[config.mk]
export PLATFORM = sky130hd
export DESIGN_NAME = ibus_responder
export DESIGN_NICKNAME = d
export VERILOG_FILES = /design/src/rtl/ibus_responder.sv
export SDC_FILE = /design/constraint.sdc
export NUM_CORES = 1
export LEC_CHECK = 0
export ABC_CLOCK_PERIOD_IN_PS = 9000
export CORE_MARGIN = 5
export CORE_UTILIZATION = 53
export CTS_BUF_LIST = sky130_fd_sc_hd__clkbuf_8
export CTS_CLUSTER_DIAMETER = 120
export DETAILED_ROUTE_END_ITERATION = 16
export GPL_ROUTABILITY_DRIVEN = 0
export PLACE_DENSITY = 0.88
export SLEW_MARGIN = 25
export SYNTH_ARGS = -nofsm -noshare
export SYNTH_HDL_FRONTEND = slang
export SYNTH_SLANG_ARGS = --single-unit
[constraint.sdc]
create_clock -name clk -period 9 [get_ports clk]
set_input_delay 0.9 -clock clk [delete_from_list [all_inputs] [get_ports clk]]
set_output_delay 0.9 -clock clk [all_outputs]
set_load 0.05 [all_outputs]
[src/rtl/ibus_responder.sv]
// Instruction-bus slave with a one-entry 64-bit line buffer in front of a handshaked
// backing memory. Hits and misaligned fetches answer in one cycle; misses fill the buffer.

package ibus_pkg;
  typedef struct packed {
    logic        valid;
    logic [63:0] addr;
  } ibus_req_t;

  typedef struct packed {
    logic        addr_ok;
    logic        data_ok;
    logic [31:0] data;
  } ibus_resp_t;
endpackage

module ibus_responder
  import ibus_pkg::*;
#(
  parameter bit          BUF_EN    = 1'b1,
  parameter logic [31:0] NOP_INSTR = 32'h0000_0013
) (
  input  logic        clk,
  input  logic        rst,
  input  ibus_req_t   ibus_req,
  output ibus_resp_t  ibus_resp,
  input  logic        inval,
  output logic        mem_req_valid,
  output logic [63:0] mem_req_addr,
  input  logic        mem_req_ready,
  input  logic        mem_resp_valid,
  input  logic [63:0] mem_resp_data,
  output logic        fetch_misaligned
);

  typedef enum logic [1:0] {StIdle, StMemReq, StMemWait, StResp} state_e;

  state_e      state_q, state_d;
  // Byte-offset bits [1:0] only matter at lookup time, so they are not kept.
  logic [63:2] req_addr_q, req_addr_d;
  logic [31:0] resp_data_q, resp_data_d;
  logic        misal_q, misal_d;
  logic        buf_valid_q, buf_valid_d;
  logic [60:0] buf_tag_q, buf_tag_d;
  logic [63:0] buf_data_q, buf_data_d;

  logic misal_in;
  logic lookup_hit;

  assign misal_in   = (ibus_req.addr[1:0] != 2'b00);
  assign lookup_hit = BUF_EN && buf_valid_q && (buf_tag_q == ibus_req.addr[63:3]) && !inval;

  always_ff @(posedge clk or posedge rst) begin
    if (rst) begin
      state_q     <= StIdle;
      req_addr_q  <= '0;
      resp_data_q <= '0;
      misal_q     <= 1'b0;
      buf_valid_q <= 1'b0;
      buf_tag_q   <= '0;
      buf_data_q  <= '0;
    end else begin
      state_q     <= state_d;
      req_addr_q  <= req_addr_d;
      resp_data_q <= resp_data_d;
      misal_q     <= misal_d;
      buf_valid_q <= buf_valid_d;
      buf_tag_q   <= buf_tag_d;
      buf_data_q  <= buf_data_d;
    end
  end

  always_comb begin
    state_d = state_q;
    unique case (state_q)
      StIdle: begin
        if (ibus_req.valid) begin
          state_d = (misal_in || lookup_hit) ? StResp : StMemReq;
        end
      end
      StMemReq:  if (mem_req_ready) state_d = StMemWait;
      StMemWait: if (mem_resp_valid) state_d = StResp;
      StResp:    state_d = StIdle;
      default:   state_d = StIdle;
    endcase
  end

  always_comb begin
    req_addr_d  = req_addr_q;
    resp_data_d = resp_data_q;
    misal_d     = misal_q;
    buf_valid_d = buf_valid_q;
    buf_tag_d   = buf_tag_q;
    buf_data_d  = buf_data_q;

    if (state_q == StIdle && ibus_req.valid) begin
      req_addr_d = ibus_req.addr[63:2];
      misal_d    = misal_in;
      if (misal_in) begin
        resp_data_d = NOP_INSTR;
      end else if (lookup_hit) begin
        resp_data_d = ibus_req.addr[2] ? buf_data_q[63:32] : buf_data_q[31:0];
      end
    end

    if (state_q == StMemWait && mem_resp_valid) begin
      resp_data_d = req_addr_q[2] ? mem_resp_data[63:32] : mem_resp_data[31:0];
      if (BUF_EN) begin
        buf_data_d  = mem_resp_data;
        buf_tag_d   = req_addr_q[63:3];
        buf_valid_d = 1'b1;
      end
    end

    // Invalidate overrides a simultaneous fill.
    if (inval) begin
      buf_valid_d = 1'b0;
    end
  end

  always_comb begin
    mem_req_valid     = (state_q == StMemReq);
    mem_req_addr      = {req_addr_q[63:3], 3'b000};
    ibus_resp.addr_ok = (state_q == StResp);
    ibus_resp.data_ok = (state_q == StResp);
    ibus_resp.data    = resp_data_q;
    fetch_misaligned  = (state_q == StResp) && misal_q;
  end

endmodule

==> results of run 1 <==
through the flow:
stage / util [%] / hold WS (ns)
after global placement: 62.8 / 0.452
after floorplan: - / 0.439
after detailed placement: 62.9 / 0.461
after global routing: 66.4 / 0.489
after CTS: 66.4 / 0.476
final: 66.4 / 0.471
flip-flops by register name (all words and copies together) (netlist names):
signal       cells
buf_tag_q       61
misal_q          1
resp_data_q     32
state_q          2
buf_valid_q      1
req_addr_q      62
buf_data_q      64
Yosys cell counts, drive strengths merged:
cell type,number,share of area (%)
a2111oi,7,1.2
a21oi,31,1.4
a222oi,2,0.18
a22oi,1,0.068
and2,3,0.17
and4,1,0.079
buf,80,5.1
clkbuf,60,2.0
conb,1,0.034
dfrtp,223,50
ha,5,0.56
inv,21,0.71
mux2,5,0.51
mux2i,59,5.3
nand2,545,18
nand2b,12,0.67
nand3,30,1.3
nand4,10,0.56
nor2,34,1.1
nor2b,22,1.4
nor3,1,0.045
nor4,5,0.28
o2111a,4,0.40
o2111ai,1,0.079
o211a,1,0.090
o211ai,30,2.0
o21ai,18,0.81
o21ba,2,0.18
o22ai,6,0.34
o32ai,2,0.16
or4,30,2.0
xnor2,25,2.0
xor2,8,0.63
cell type report:
type | instances | area [um2]
Multi-Input combinational cell | 903 | 4700
Tap cell | 275 | 344
Clock buffer | 46 | 633
Inverter | 21 | 86.3
Fill cell | 1631 | 7000
Sequential cell | 223 | 5580
Timing Repair Buffer | 240 | 2380
Clock inverter | 20 | 92.6
Antenna cell | 1 | 2.50
routing by layer:
metal	vias up	wire, um
met2	411	14800
met3	88	2440
met5	-	0
met4	0	1220
li1	4413	-
met1	4545	12100
cells in the final DEF, fill, tap and decap left out, types with 6 or more instances in the layout:
| cell | Yosys | layout |
|---|---|---|
| clkdlybuf4s50_1 | 0 | 229 |
| o21ai_0 | 18 | 18 |
| or4_1 | 30 | 29 |
| xnor2_1 | 25 | 25 |
| dfrtp_1 | 223 | 222 |
| nand2_1 | 545 | 543 |
| nor2_1 | 34 | 33 |
| buf_4 | 65 | 8 |
| mux2i_1 | 59 | 59 |
| a21oi_1 | 31 | 31 |
| nor2b_1 | 20 | 20 |
| xor2_1 | 8 | 8 |
| nand3_1 | 30 | 30 |
| nand4_1 | 10 | 10 |
| inv_1 | 21 | 33 |
| o22ai_1 | 6 | 6 |
| nand2b_1 | 12 | 12 |
| o211ai_1 | 30 | 30 |
| clkbuf_8 | 0 | 46 |
cells by family (layout without fill, tap and decap cells):
family / after synthesis / after routing / share of synthesized area (%)
buffers and inverters: 161 / 327 / 7.84
adder cells (fa/ha/maj): 5 / 5 / 0.562
multiplexers: 64 / 64 / 5.81
AND/OR/NAND/NOR: 693 / 693 / 26.1
XOR/XNOR: 33 / 33 / 2.60
other: 1 / 4 / 0.0337
flip-flops: 223 / 223 / 50.2
AO/OA/AOI/OAI: 105 / 105 / 6.89
worst max-delay path by stage:
stage,startpoint,to,slack (ns),cells past startpoint
floorplan,rst,buf_data_q[0]$_DFFE_PP0P_,1.99,1
global placement,ibus_req[3],resp_data_q[9]$_DFFE_PP0P_,4.80,7
detailed placement,ibus_req[3],resp_data_q[15]$_DFFE_PP0P_,4.71,7
CTS,ibus_req[3],resp_data_q[18]$_DFFE_PP0P_,5.27,7
global route,mem_resp_valid,resp_data_q[25]$_DFFE_PP0P_,5.33,7
finish,mem_resp_valid,resp_data_q[18]$_DFFE_PP0P_,5.53,7
power breakdown:
group / switching (W) / total [W] / internal (W) / leakage, nW
clock: 0.000412 / 0.000876 / 0.000464 / 0.426
sequential: 0.000355 / 0.00181 / 0.00146 / 2.79
combinational: 0.00152 / 0.00233 / 0.000815 / 3.44
total: 0.00228 / 0.00502 / 0.00274 / 6.66
worst min-delay path, delay by kind of cell (launching register included):
kind	cells	cell delay, ns
flops	1	0.33
simple gates	2	0.11
==> impl_metrics.csv, run 1 <==
group,metric,value,unit
run_status,run_status,"completed",
clock_tree,clk_latency,0.54,ns
critical_path,cp-start-kind,"primary input",
placement,dp_slack,4.71,ns
critical_path,crit_chain,"clkdlybuf4s50_1 > and2_4 > nor3_2 > buf_4 > nand2_1 > or4_1 > nand3_1",
clock_tree,cts.sinks,223,
job,max_cap_violations,0,
clock_tree,postCtsSetupBuffers,0,
logic_synthesis,syn_area_per_cell,8.66,um2
floorplan,coreArea,20800,um2
power_and_ir_drop,total_power,0.00502,W
timing,slew_headroom,28.0,%
timing,rsz0062_at_grt,"false",
power_and_ir_drop,power_density,363,nW/um2
placement,place_area,13100,um2
floorplan,rows,53,
placement,portBuffers,230,
detailed_routing,first_iter_violations,675,
critical_path,worstPathMaxFanout,71,
clock_tree,cts_tree,"built",
critical_path,worstRegToRegCells,8,
grt,grtUsageMet3,5.26,%
critical_path,critPathSlowestCell,"or4_1",
cells_and_area,drive_gt1_share,5.92,%
timing,min_period,3.47,ns
critical_path,arrival,3.94,ns
timing,fin_ws,5.53,ns
grt,grt_pass1_vias,9277,
min_path,worstHoldPathType,"reg2reg",
cells_and_area,syn_to_final_growth,24.3,%
floorplan,die_area,24000,um2
timing,slew_violations,0,
timing,tightest_slew,1.08,ns
critical_path,path_class,"in2reg",
detailed_routing,drtAntennaViolNets,0,
min_path,hold_end,"buf_data_q[25]$_DFFE_PP0P_",
grt,grtUsageTotal,24.9,%
floorplan,die_w,155,um
grt,met2_usage,40.7,%
min_path,min_from,"buf_data_q[25]$_DFFE_PP0P_",
clock_tree,cts_buffer_depth,3,
placement,post-dp-hpwl,20000,um
power_and_ir_drop,irDropWorstVdd,0.223,mV
clock_tree,cts_resized,0,
logic_synthesis,ys_seq_area_share,50.2,%
grt,busiest_layer,"met2",
detailed_routing,wl_per_cell,17.7,um
critical_path,critPathRequiredTime,9.47,ns
critical_path,reg2reg_to,"resp_data_q[18]$_DFFE_PP0P_",
critical_path,rrSetupSlack,5.69,ns
critical_path,path_buf_inv,2,
grt,grt_pass1_wl,48600,um
floorplan,fp.dieH,155,um
clock_tree,hold_buffers,0,
timing,tns,0,ns
min_path,hold_depth,2,
clock_tree,cts_buffers,38,
timing,fmax,288,MHz
critical_path,critPathCaptureType,"flop",
detailed_routing,drc,0,
logic_synthesis,synthCells,1285,
clock_tree,cts.clk_slew.worst_paths,0.07,ns
detailed_routing,via_count,9457,
cells_and_area,fin_nets,1566,
critical_path,max_stage_delay,0.74,ns
timing,skew,0.0219,ns
detailed_routing,dr.pass1.iters,5,
logic_synthesis,synth.cell_area,11100,um2
clock_tree,cts-root-buf,"clkbuf_8",
grt,use_met1,32.9,%
detailed_routing,drt-total-wl,30600,um
logic_synthesis,yosysUniqueCellTypes,40,
critical_path,cp_top_family,"simple AND/OR/NAND/NOR gates",
grt,antenna_found_initial,1,
logic_synthesis,ys_ff_latch,223,
timing,setup_viol,0,
logic_synthesis,synth_warnings,0,
grt,grt_max_degree,114,
detailed_routing,vias_per_cell,5.47,
cells_and_area,stdcell_area,13800,um2
grt,grt-ovfl-total,0,
floorplan,ios,234,
floorplan,initial_core_util,53.4,%
cells_and_area,final_cells,1729,
critical_path,regToRegStartpoint,"state_q[0]$_DFFE_PP0P_",
power_and_ir_drop,p_leak,6.66,nW
timing,finalHoldViolations,0,
placement,dp_cells,1662,
timing,post-route-period-util,38.5,%
clock_tree,htreeDepth,2,
Note: power is estimated with default switching activity, not from simulation.
==> run 2: changes to the inputs <==
--- a/config.mk
+++ b/config.mk
@@ -5,14 +5,14 @@
 export SDC_FILE = /design/constraint.sdc
 export NUM_CORES = 1
 export LEC_CHECK = 0
-export ABC_CLOCK_PERIOD_IN_PS = 9000
+export ABC_CLOCK_PERIOD_IN_PS = 3100
 export CORE_MARGIN = 5
-export CORE_UTILIZATION = 53
+export CORE_UTILIZATION = 48
 export CTS_BUF_LIST = sky130_fd_sc_hd__clkbuf_8
 export CTS_CLUSTER_DIAMETER = 120
 export DETAILED_ROUTE_END_ITERATION = 16
 export GPL_ROUTABILITY_DRIVEN = 0
-export PLACE_DENSITY = 0.88
+export PLACE_DENSITY = 0.84
 export SLEW_MARGIN = 25
 export SYNTH_ARGS = -nofsm -noshare
 export SYNTH_HDL_FRONTEND = slang
==> constraint.sdc (replaced) <==
create_clock -name clk -period 3.1 [get_ports clk]
set_input_delay 0.31 -clock clk [delete_from_list [all_inputs] [get_ports clk]]
set_output_delay 0.31 -clock clk [all_outputs]
set_load 0.05 [all_outputs]
==> run 2 against run 1 <==
Utilization shrank 4.1 points; clock power rose to 3.2 times the previous value; sequential share of layout area decreased by 0.93 points; highest routed layer unchanged; critical endpoint is now resp_data_q[24]$_DFFE_PP0P_; power rose to 3.0 times the previous value; critical path depth unchanged; worst setup slack lost 5.3 ns; critical path type is now reg2reg.
==> impl_metrics.csv, run 2 (synthesized netlist as in run 1, its figures left out) <==
group,metric,value,unit
run_status,run_status,"completed",
clock_tree,clk_latency,0.55,ns
min_path,worstHoldPathType,"in2async",
clock_tree,cts_buffers,40,
detailed_routing,drc,0,
placement,portBuffers,230,
cells_and_area,reg.largest.list,"buf_data_q (64), req_addr_q (62), buf_tag_q (61)",
cells_and_area,final_common_cell,"nand2_1",
clock_tree,cts_resized,0,
timing,min_period,2.82,ns
clock_tree,htreeDepth,2,
detailed_routing,wl_per_cell,17.5,um
critical_path,critPathCaptureType,"flop",
floorplan,die_area,26300,um2
job,max_cap_violations,0,
cells_and_area,largest_register_ff_count,64,
grt,grt_max_degree,82,
cells_and_area,final_cells,1762,
floorplan,rows,55,
detailed_routing,first_iter_violations,722,
floorplan,die_w,162,um
timing,rsz0062_at_grt,"false",
detailed_routing,vias_per_cell,5.34,
grt,grt_pass1_vias,9795,
timing,tns,0,ns
floorplan,initial_core_util,49.0,%
cells_and_area,regMostFlops,"buf_data_q",
grt,grtUsageMet3,5.33,%
detailed_routing,via_count,9412,
critical_path,critPathSlowestCell,"or4_2",
clock_tree,postCtsSetupBuffers,0,
grt,antenna_found_initial,1,
timing,tightest_slew,0.856,ns
power_and_ir_drop,power_density,1060,nW/um2
critical_path,arrival,3.27,ns
critical_path,cp.depth,7,
critical_path,rrSetupSlack,0.28,ns
detailed_routing,drtAntennaViolNets,0,
cells_and_area,fin_nets,1586,
detailed_routing,dr.pass1.iters,5,
floorplan,fp.dieH,162,um
cells_and_area,layout_common_cells,"nand2_1, clkdlybuf4s50_1, dfrtp_1, mux2i_1, clkbuf_8",
timing,skew,0.0347,ns
clock_tree,cts_buffer_depth,3,
power_and_ir_drop,p_leak,6.81,nW
grt,grtUsageTotal,23.3,%
power_and_ir_drop,irDropWorstVdd,0.537,mV
placement,place_area,13300,um2
critical_path,cp_top_family,"simple AND/OR/NAND/NOR gates",
critical_path,path_buf_inv,1,
cells_and_area,stdcell_area,14200,um2
timing,fin_ws,0.281,ns
floorplan,coreArea,22700,um2
clock_tree,cts.sinks,223,
clock_tree,cts_tree,"built",
timing,setup_viol,0,
cells_and_area,drive_gt1_share,7.66,%
cells_and_area,syn_to_final_growth,27.2,%
timing,slew_headroom,43.0,%
detailed_routing,drt-total-wl,30900,um
cells_and_area,register_area,5580,um2
placement,dp_slack,-0.0861,ns
cells_and_area,multi_input_area,4700,um2
timing,slew_violations,0,
critical_path,crit_top_cell,"nand3_1",
critical_path,path_class,"reg2reg",
critical_path,cp-start-kind,"flop",
grt,use_met1,30.1,%
placement,post-dp-hpwl,20900,um
grt,grt-ovfl-total,0,
floorplan,ios,234,
timing,finalHoldViolations,0,
grt,grt_pass1_wl,50300,um
critical_path,max_stage_delay,0.73,ns
clock_tree,hold_buffers,0,
critical_path,worstPathMaxFanout,59,
placement,dp_cells,1690,
timing,fmax,355,MHz
grt,busiest_layer,"met2",
cells_and_area,fillers,1805,
critical_path,crit_chain,"nor2b_1 > a2111oi_2 > nand3_1 > or4_2 > buf_12 > or4_1 > nand3_1",
critical_path,critPathRequiredTime,3.56,ns
clock_tree,cts.clk_slew.worst_paths,0.06,ns
critical_path,worstRegToRegCells,7,
clock_tree,cts-root-buf,"clkbuf_8",
timing,post-route-period-util,90.9,%
grt,met2_usage,37.4,%
timing,hold_slack,0.203,ns
[run 2: worst paths after layout]
path	start	to
max in group asynchronous	rst	req_addr_q[52]$_DFFE_PP0P_
hold / removal	rst	buf_tag_q[21]$_DFFE_PP0P_
setup / recovery	buf_tag_q[56]$_DFFE_PP0P_	resp_data_q[24]$_DFFE_PP0P_
hold reg to reg	buf_data_q[19]$_DFFE_PP0P_	buf_data_q[19]$_DFFE_PP0P_
setup reg to reg	buf_tag_q[56]$_DFFE_PP0P_	resp_data_q[24]$_DFFE_PP0P_
min in group clk	inval	buf_valid_q$_DFFE_PP0P_
[run 2: cell type report]
class | count | area share, %
diodes | 1 | 0.0177
clock buffers | 51 | 4.96
clock inverters | 20 | 0.911
inverters | 21 | 0.584
multi-input cells | 903 | 33.2
flip-flops and latches | 223 | 39.4
well taps | 285 | 2.52
repair buffers | 258 | 18.3
[run 2: worst reg2reg max path: cells and delay by family (launching register included)]
kind / cells / cell delay (ns)
compound gates: 1 / 0.39
buf+inv: 1 / 0.22
flops: 1 / 0.38
simple gates: 5 / 1.74
[run 2: per-layer routing]
layer	part of all wire (%)	wire length (um)	vias up
li1	-	-	4456
met1	41	12800	4497
met2	47	14400	367
met3	7.4	2300	92
met4	4.7	1450	0
met5	0	0	-
[run 2: report_power, final]
| part | switching [W] | internal (W) |
|---|---|---|
| clock | 0.00126 | 0.00158 |
| combinational | 0.00450 | 0.00242 |
| sequential | 0.000957 | 0.00424 |
[run 2: per-stage QoR]
| stage | utilization, % | power, W |
|---|---|---|
| after global routing | 62.3 | 0.0158 |
| after global placement | 58.6 | 0.0119 |
| after detailed placement | 58.6 | 0.0121 |
| after floorplan | - | 0.0102 |
| final | 62.3 | 0.0149 |
| after CTS | 62.3 | 0.0150 |
==> run 3: changes to the inputs <==
--- a/config.mk
+++ b/config.mk
@@ -13,7 +13,7 @@
 export DETAILED_ROUTE_END_ITERATION = 16
 export GPL_ROUTABILITY_DRIVEN = 0
 export PLACE_DENSITY = 0.84
-export SLEW_MARGIN = 25
+export SLEW_MARGIN = 20
 export SYNTH_ARGS = -nofsm -noshare
 export SYNTH_HDL_FRONTEND = slang
 export SYNTH_SLANG_ARGS = --single-unit
==> results of run 3 <==
Final layout, timing and power as in run 2 (identical DEF).
